**src/rtl/imm_field_encoder.sv**
```systemverilog
// imm_field_encoder: range-checks a 64-bit immediate against an ARMv8 template's format and packs it.
// Build option IMMENC_ALIGN_CHECK_EN: flag CB/B byte offsets with imm[1:0]!=0 instead of truncating them.
module imm_field_encoder #(
  parameter int ERRCNT_W = 16
) (
  input  logic                CLK,
  input  logic                resetl,
  input  logic                in_valid,
  output logic                in_ready,
  input  logic [31:0]         in_instr,
  input  logic [63:0]         in_imm,
  output logic                out_valid,
  input  logic                out_ready,
  output logic [31:0]         out_instr,
  output logic [2:0]          out_class,
  output logic                out_err,
  output logic [ERRCNT_W-1:0] err_count
);

  typedef enum logic [2:0] {
    CLS_NONE = 3'd0,
    CLS_D    = 3'd1,
    CLS_CB   = 3'd2,
    CLS_B    = 3'd3,
    CLS_RSH  = 3'd4,
    CLS_RIMM = 3'd5
  } cls_e;

  logic                s1_valid_q;
  logic [31:0]         s1_instr_q;
  logic [27:0]         s1_imm_q;
  cls_e                s1_class_q;
  logic                s1_err_q;

  logic                out_valid_q;
  logic [31:0]         out_instr_q;
  cls_e                out_class_q;
  logic                out_err_q;
  logic [ERRCNT_W-1:0] err_count_q;
  logic [ERRCNT_W-1:0] err_count_d;

  cls_e                class_d;
  logic                range_ok;
  logic                align_bad;
  logic                err_d;
  logic [31:0]         pack_d;
  logic                s1_advance;
  logic                in_fire;

  // Stage 1: class decode, first match wins.
  always_comb begin
    class_d = CLS_NONE;
    casez (in_instr[31:21])
      11'b111110000?0: class_d = CLS_D;
      11'b10110100???: class_d = CLS_CB;
      11'b000101?????: class_d = CLS_B;
      11'b1101001101?: class_d = CLS_RSH;
      11'b1?01000100?: class_d = CLS_RIMM;
      default:         class_d = CLS_NONE;
    endcase
  end

`ifdef IMMENC_ALIGN_CHECK_EN
  assign align_bad = ((class_d == CLS_CB) || (class_d == CLS_B)) && (in_imm[1:0] != 2'b00);
`else
  assign align_bad = 1'b0;
`endif

  // Signed fields need the upper bits to be a pure sign extension; unsigned need them all zero.
  always_comb begin
    range_ok = 1'b0;
    case (class_d)
      CLS_D:    range_ok = (&in_imm[63:8])  || !(|in_imm[63:8]);
      CLS_CB:   range_ok = (&in_imm[63:20]) || !(|in_imm[63:20]);
      CLS_B:    range_ok = (&in_imm[63:27]) || !(|in_imm[63:27]);
      CLS_RSH:  range_ok = !(|in_imm[63:6]);
      CLS_RIMM: range_ok = !(|in_imm[63:12]);
      default:  range_ok = 1'b0;
    endcase
    err_d = !range_ok || align_bad;
  end

  // Stage 2: field insertion; an error zeroes the field, an unknown class passes the template through.
  always_comb begin
    pack_d = s1_instr_q;
    case (s1_class_q)
      CLS_D:    pack_d[20:12] = s1_err_q ? 9'd0  : s1_imm_q[8:0];
      CLS_CB:   pack_d[23:5]  = s1_err_q ? 19'd0 : s1_imm_q[20:2];
      CLS_B:    pack_d[25:0]  = s1_err_q ? 26'd0 : s1_imm_q[27:2];
      CLS_RSH:  pack_d[15:10] = s1_err_q ? 6'd0  : s1_imm_q[5:0];
      CLS_RIMM: pack_d[21:10] = s1_err_q ? 12'd0 : s1_imm_q[11:0];
      default:  pack_d = s1_instr_q;
    endcase
  end

  assign s1_advance = s1_valid_q && (!out_valid_q || out_ready);
  assign in_ready   = !s1_valid_q || s1_advance;
  assign in_fire    = in_valid && in_ready;

  always_comb begin
    err_count_d = err_count_q;
    if (out_valid_q && out_ready && out_err_q && !(&err_count_q)) begin
      err_count_d = err_count_q + {{(ERRCNT_W-1){1'b0}}, 1'b1};
    end
  end

  always_ff @(posedge CLK) begin
    if (!resetl) begin
      s1_valid_q  <= 1'b0;
      s1_instr_q  <= 32'd0;
      s1_imm_q    <= 28'd0;
      s1_class_q  <= CLS_NONE;
      s1_err_q    <= 1'b0;
      out_valid_q <= 1'b0;
      out_instr_q <= 32'd0;
      out_class_q <= CLS_NONE;
      out_err_q   <= 1'b0;
      err_count_q <= '0;
    end else begin
      if (in_fire) begin
        s1_valid_q <= 1'b1;
        s1_instr_q <= in_instr;
        s1_imm_q   <= in_imm[27:0];
        s1_class_q <= class_d;
        s1_err_q   <= err_d;
      end else if (s1_advance) begin
        s1_valid_q <= 1'b0;
      end

      if (s1_advance) begin
        out_valid_q <= 1'b1;
        out_instr_q <= pack_d;
        out_class_q <= s1_class_q;
        out_err_q   <= s1_err_q;
      end else if (out_ready) begin
        out_valid_q <= 1'b0;
      end

      err_count_q <= err_count_d;
    end
  end

  assign out_valid = out_valid_q;
  assign out_instr = out_instr_q;
  assign out_class = out_class_q;
  assign out_err   = out_err_q;
  assign err_count = err_count_q;

endmodule
```
**config.mk**
```make
export PLATFORM = sky130hd
export DESIGN_NAME = imm_field_encoder
export DESIGN_NICKNAME = d
export VERILOG_FILES = /design/src/rtl/imm_field_encoder.sv
export SDC_FILE = /design/constraint.sdc
export NUM_CORES = 1
export LEC_CHECK = 0
export CORE_MARGIN = 5
export CORE_UTILIZATION = 30
export CTS_BUF_LIST = sky130_fd_sc_hd__clkbuf_8
export CTS_CLUSTER_DIAMETER = 60
export CTS_CLUSTER_SIZE = 20
export DETAILED_ROUTE_END_ITERATION = 10
export GPL_TIMING_DRIVEN = 0
export HOLD_SLACK_MARGIN = 0.15
export SETUP_SLACK_MARGIN = 0.3
export SLEW_MARGIN = 25
export SYNTH_ARGS = -nofsm -noshare
export SYNTH_HDL_FRONTEND = slang
export SYNTH_SLANG_ARGS = --single-unit
```
**constraint.sdc**
```tcl
create_clock -name CLK -period 5.5 [get_ports CLK]
set_input_delay 0.55 -clock CLK [delete_from_list [all_inputs] [get_ports CLK]]
set_output_delay 0.55 -clock CLK [all_outputs]
set_load 0.005 [all_outputs]
```
==> out/qor_table.md, run 1 <==
| Item | Value |
|---|---|
| Total length of routed wires | 19.4 mm |
| Height of the die | 145 microns |
| Wire length per cell | 17.3 microns |
| Post-route minimum period | 2.86 ns |
| Initial antenna violation count | 0 |
| Area leader, netlist | dfxtp_1 |
| Via density | 5.16 |
| Total inserted antenna cells | 0 |
| Number of instances resized during post-cts repair | 0 |
| Portion of synthesized cell area occupied by the leading cell type | 0.435 |
| Hold Path End | out_instr[30] |
| Number of buffers inserted during clock tree synthesis | 17 |
| Cell count after synthesis | 710 |
| Reported leakage power | 0.00263 uW |
| Die X-Extent | 145 microns |
| Met2 routed WL | 8.93 mm |
| Start point of the worst min-delay path | s1_instr_q[30] |
| Setup clock skew after layout | 0.0155 ns |
| Setup bufs post-CTS | 0 |
| Maxcap violations | 0 |
| Class of the most critical hold timing path | flip-flop to flip-flop |
| Worst IR drop on VDD | 0.145 mV |
| Global placement routability congestion | 0.930 |
| Clock latency reported for the late side of the worst-skew pair | 0.47 ns |
| Type of element capturing the critical path | flip-flop |
| CTS Hold Buffers Added | 0 |
| Remaining routing DRC violations | 0 |
| Cell area after synthesis | 5440 sq um |
| Topmost layer with routed signal wires | met4 |
| Worst r2r path cells | 7 |
| Global-route wire length before repair | 29.9 mm |
| Yosys reg bits | 118 |
| Final Net Count | 984 |
| Power per cell area | 275 nW/um^2 |
| Vias in the first global route | 5543 |
| TritonCTS sink count | 118 |
| I/O pin cnt | 154 |
| Initial Util | 0.304 |
| Die Outline Area | 20900 sq um |
| Share of the clock period used by the worst path after layout | 0.520 |
| Maximum number of pins on one net before global-route repair | 17 |
| Port Buffer Count | 153 |
| Remaining antenna violation count after routing | 0 |
| Maximum net fanout on the critical path | 4 |
| Worst slew margin relative to its limit | 0.558 |
| Number of slew-limit violations in the final report | 0 |
| CTS tree | done |
| Synthesized net count | 812 |
| Detail Route met3 WL | 1.45 mm |
| Final cell count without fillers | 1124 |
| Post-synthesis async set-or-reset flop share | 0 |
| Startpoint of the worst-slack reg-to-reg timing path | s1_class_q[0] |
| Total placed cells including tap cells | 1092 |
| Bufs on Longest Clock Path | 2 |
| Post-Route M1 WL | 8.59 mm |
| Minimum hold slack | 0.452 ns |
| Site row count | 49 |
| Core Box Area | 17900 sq um |
| Start-to-end type of the worst setup path | input port to flip-flop |
| Area growth, synth to finish | 42.0% |
| Post-synth cell types | 56 |
| Hold Violations, Final | 0 |
| Total global-route track usage | 0.187 |
| Avg Cell Area, Syn | 7.66 sq um |
| Worst R2R End | out_instr[17] |
| Hold-critical path depth | 2 |
| Setup tns final | 0 ns |
| Outcome | finished, final reports clean |
| R2R Setup Slk | 3.20 ns |
| Dominant synthesized flop cell | dfxtp_1 |
| Via count of the routed design | 5802 |
| Number of DRC markers in iteration 0 | 379 |
| Number of enable-type register cells in the synthesized netlist | 0 |
| Share of synthesized area occupied by flip-flops and latches | 0.435 |
| Leading post-synthesis cells by cell area | dfxtp_1, nand2_1, a21oi_1 |
| Arrival time worst endpoint | 3.23 ns |
| DRT Pass-1 Iters | 5 |
| Pin slew with the least headroom to its limit | 0.663 ns |
| Proportion of layout cells with a drive suffix above 1 | 0.0559 |
| Most frequent cell after synthesis | nand2_1 |
| Maximum level of the CTS H-tree | 4 |
| Crit start category | input port |
| Yosys warnings | 0 |
| # setup viols final | 0 |
| Maximum frequency from static timing analysis | 350 MHz |
| Clock slew seen by the registers of the worst setup and hold paths | 0.08 ns |
| Detailed placement HPWL | 15.1 mm |
| Root buffer cell | clkbuf_8 |
| Residual overflow from global routing | 0 |
| Data required, critical path | 5.87 ns |
| Unrepaired setup endpoints after global routing | no |
| Most numerous cell types in the synthesized netlist | nand2_1, dfxtp_1, a21oi_1 |
[cells in the final DEF, fill, tap and decap left out, types with 4 or more instances in the layout]
| master | count |
|---|---|
| nand4_1 | 18 |
| nand3_1 | 17 |
| nand2_1 | 170 |
| xor2_1 | 4 |
| bufinv_16 | 5 |
| clkbuf_1 | 35 |
| nor2_1 | 46 |
| clkdlybuf4s50_1 | 153 |
| inv_1 | 8 |
| or3_1 | 7 |
| nand2b_1 | 10 |
| and3_1 | 5 |
| nor4_1 | 15 |
| and2_1 | 5 |
| a31oi_1 | 5 |
| o21ai_0 | 18 |
| clkbuf_8 | 19 |
| a211oi_1 | 10 |
| nor3b_1 | 9 |
| o211ai_1 | 4 |
| nor3_1 | 18 |
| a221oi_1 | 14 |
| a21oi_1 | 106 |
| dfxtp_1 | 118 |
| clkinvlp_4 | 5 |
| mux2_2 | 8 |
| xnor2_1 | 5 |
| buf_1 | 11 |
[report_power, final]
part | switching, uW | internal, uW
Clock | 368 | 560
Combinational | 131 | 135
Sequential | 32.5 | 894
[flip-flops by register name, summed over array words and instances, names as in the netlist]
register / cells
err_count: 16
out_class: 3
out_err: 1
out_instr: 32
out_valid: 1
s1_class_q: 3
s1_err_q: 1
s1_imm_q: 28
s1_instr_q: 32
s1_valid_q: 1
[metrics by stage]
stage	setup WS [ns]	total power [uW]	utilization	instance area, sq um
after floorplan	2.89	1050	-	5440
after global placement	2.14	1210	0.405	7250
after detailed placement	2.15	1210	0.405	7250
after CTS	2.66	2140	0.431	7720
after global routing	2.51	2200	0.431	7720
final	2.64	2120	0.431	7720
[final cells by class]
| class | count | area, sq um |
|---|---|---|
| buffer | 47 | 178 |
| clock buffer | 19 | 262 |
| clock inverter | 13 | 203 |
| fill | 1869 | 10200 |
| inverter | 9 | 33.8 |
| multi-input combinational | 536 | 2860 |
| sequential | 118 | 2360 |
| tap | 229 | 287 |
| timing repair buffer | 153 | 1530 |
[metal layers]
layer,global-route usage,vias up
li1,-,2864
met1,0.243,2683
met2,0.300,223
met3,0.0450,32
met4,0.0727,0
met5,0,-
[worst max-delay path by stage]
stage / from / to
4_1_cts: in_instr[31] / s1_err_q
3_5_place_dp: in_instr[31] / s1_err_q
3_3_place_gp: in_instr[31] / s1_err_q
6_report: in_instr[31] / s1_err_q
5_1_grt: in_instr[31] / s1_err_q
2_1_floorplan: in_instr[23] / s1_err_q
[logic make-up (layout without fill, tap and decap cells)]
kind of cell,Yosys count,in the layout,synth area share
and+or+nand+nor,336,336,0.289
AOI/OAI and AO/OA,178,178,0.197
DFF,118,118,0.435
buffers and inverters,56,241,0.0389
muxes,11,11,0.0221
xor gates and xnor gates,9,9,0.0145
adders and majority gates,2,2,0.00460
[worst max-delay path: stages]
cell	delay, ns
clkdlybuf4s50_1	0.60
or3b_4	0.44
or4_4	0.57
ha_1	0.32
o311ai_1	0.11
a2111oi_2	0.37
o31ai_1	0.09
and3_1	0.17
No activity file was read; power rests on OpenSTA's default activity.
==> run 2, diff against run 1 <==
- clock period: 5.5 -> 2.96 ns (I/O delays scaled with it)
==> out/qor_table.md, run 2 (synthesized netlist as in run 1, its figures left out) <==
| Item | Value | Change |
|---|---|---|
| Data required, critical path | 3.33 ns | was 5.87 ns |
| Start point of the worst min-delay path | in_instr[31] | was s1_instr_q[30] |
| Port Buffer Count | 153 | unchanged |
| Core Box Area | 17900 sq um | unchanged |
| Die X-Extent | 145 microns | unchanged |
| Start-to-end type of the worst setup path | input port to flip-flop | unchanged |
| Clock slew seen by the registers of the worst setup and hold paths | 0.08 ns | about the same |
| Height of the die | 145 microns | unchanged |
| Total length of routed wires | 19.4 mm | about the same |
| Delay of the slowest cell on the worst path | 0.57 ns | was 0.60 ns |
| CTS tree | done | unchanged |
| Slack of the critical path | 0.497 ns | was 2.64 ns |
| Residual overflow from global routing | 0 | unchanged |
| Clock latency reported for the late side of the worst-skew pair | 0.47 ns | about the same |
| Final Net Count | 984 | unchanged |
| Outcome | finished, final reports clean | unchanged |
| Post-placement worst setup slack | -0.140 ns | was 2.15 ns |
| Beginning of the critical path | in_instr[23] | was in_instr[31] |
| Largest delay contributor family on the critical path | simple AND/OR/NAND/NOR gates | unchanged |
| Setup clock skew after layout | 0.0148 ns | was 0.0155 ns |
| Post-route minimum period | 2.46 ns |  |
| Detailed placement HPWL | 15.1 mm | unchanged |
| Remaining routing DRC violations | 0 | unchanged |
| Most used cells in the layout excluding fill and tap cells | nand2_1, clkdlybuf4s50_1, dfxtp_1, a21oi_1, nor2_1 | unchanged |
| Arrival time worst endpoint | 2.83 ns | was 3.23 ns |
| # setup viols final | 0 | unchanged |
| Number of buffer and inverter instances along the worst setup path | 1 | unchanged |
| Share of the clock period used by the worst path after layout | 0.832 |  |
| Maximum frequency from static timing analysis | 406 MHz |  |
| Proportion of layout cells with a drive suffix above 1 | 0.0559 | unchanged |
| Initial Util | 0.304 | unchanged |
| Die Outline Area | 20900 sq um | unchanged |
| Final cell count without fillers | 1124 | unchanged |
| Maximum number of pins on one net before global-route repair | 17 | unchanged |
| Crit start category | input port | unchanged |
| Total inserted antenna cells | 0 | unchanged |
| Worst IR drop on VDD | 0.272 mV | was 0.145 mV |
| Bufs on Longest Clock Path | 2 | unchanged |
| Setup tns final | 0 ns | unchanged |
| Site row count | 49 | unchanged |
| Via count of the routed design | 5829 | was 5802 |
| Global placement routability congestion | 0.930 | unchanged |
| Maximum net fanout on the critical path | 4 | unchanged |
| Number of inserted filler cells in the final layout | 1872 | was 1869 |
| DRT Pass-1 Iters | 6 | was 5 |
| TritonCTS sink count | 118 | unchanged |
| Type of element capturing the critical path | flip-flop | unchanged |
| Unrepaired setup endpoints after global routing | no | unchanged |
| Startpoint of the worst-slack reg-to-reg timing path | s1_class_q[0] | unchanged |
| Crit-path cells | clkdlybuf4s50_1, or3b_4, or4_4, ha_1, o311ai_1, a2111oi_2, o31ai_1, and3_1 | unchanged |
| Hold Violations, Final | 0 | unchanged |
| Wire length per cell | 17.3 microns | about the same |
| Remaining antenna violation count after routing | 0 | unchanged |
| Initial antenna violation count | 0 | unchanged |
| Total area of sequential cells | 2360 sq um | unchanged |
| Most common cell after layout, fill and taps aside | nand2_1 | unchanged |
| CTS Hold Buffers Added | 0 | unchanged |
| Vias in the first global route | 5543 | unchanged |
| Number of buffers inserted during clock tree synthesis | 17 | unchanged |
| Class of the most critical hold timing path | input port to flip-flop | was flip-flop to flip-flop |
| Maximum level of the CTS H-tree | 4 | unchanged |
| Root buffer cell | clkbuf_8 | unchanged |
| Worst slew margin relative to its limit | 0.559 | was 0.558 |
| Reported leakage power | 0.00264 uW | was 0.00263 uW |
| Via density | 5.19 | was 5.16 |
| Total placed cells including tap cells | 1092 | unchanged |
| Power per cell area | 511 nW/um^2 | was 275 nW/um^2 |
| Number of slew-limit violations in the final report | 0 | unchanged |
| Number of DRC markers in iteration 0 | 372 | was 379 |
| Pin slew with the least headroom to its limit | 0.661 ns | was 0.663 ns |
| Total global-route track usage | 0.187 | unchanged |
| Area growth, synth to finish | 42.0% | about the same |
| I/O pin cnt | 154 | unchanged |
| Crit-path slowest cell | or4_4 | was clkdlybuf4s50_1 |
| Combined area of the multi-input logic cells | 2860 sq um | unchanged |
| Global-route wire length before repair | 29.9 mm | unchanged |
| Maxcap violations | 0 | unchanged |
==> run 2: cell types whose count changed in the layout (fill, tap and decap cells not counted) <==
cell,before,now
clkdlybuf4s50_1,153,152
dlymetal6s2s_1,0,1
==> run 2: layout make-up <==
type / instances / area share
Buffer: 47 / 0.0230
Clock buffer: 19 / 0.0339
Clock inverter: 13 / 0.0263
Inverter: 9 / 0.00438
Multi-Input combinational cell: 536 / 0.371
Sequential cell: 118 / 0.306
Tap cell: 229 / 0.0371
Timing Repair Buffer: 153 / 0.199
==> run 2: worst paths after layout <==
kind | end | slack (ns) | cells past startpoint
max | s1_err_q | 0.50 | 8
min | s1_instr_q[31] | 0.23 | 3
max reg2reg | out_instr[17] | 0.70 | 7
min reg2reg | out_instr[30] | 0.45 | 2
==> run 2: worst register-to-register path, stage by stage, from the launching register on <==
cell and delay (ns):
dfxtp_1 0.33, clkbuf_1 0.36, nand3b_1 0.27, nor2_1 0.52
a221oi_1 0.16, o21ai_0 0.16, o211ai_1 0.20, a21oi_1 0.18
==> run 2: where the power goes <==
group	switching [uW]	internal, uW
combinational	244	250
clock	685	1040
sequential	60.3	1660
total	989	2950
==> run 2: routing by layer <==
metal / part of all wire / track usage / up-vias
met1: 0.45 / 0.243 / 2717
li1: - / - / 2860
met3: 0.073 / 0.0450 / 38
met2: 0.46 / 0.300 / 214
met5: 0 / 0 / -
met4: 0.022 / 0.0727 / 0
==> run 2: stage by stage <==
step           area [sq um]  hold WS (ns)   util  power, uW
6_report               7720         0.230  0.431       3940
2_1_floorplan          5440         0.425      -       1940
5_1_grt                7720         0.227  0.431       4080
3_3_place_gp           7250         0.440  0.405       2250
4_1_cts                7720         0.352  0.431       3970
3_5_place_dp           7250         0.444  0.405       2250
==> run 2: timing repair <==
action                                  in CTS  in global routing
buffers inserted                             0                  0
gates resized for setup                      0                  1
endpoints found under the setup margin       0                  1
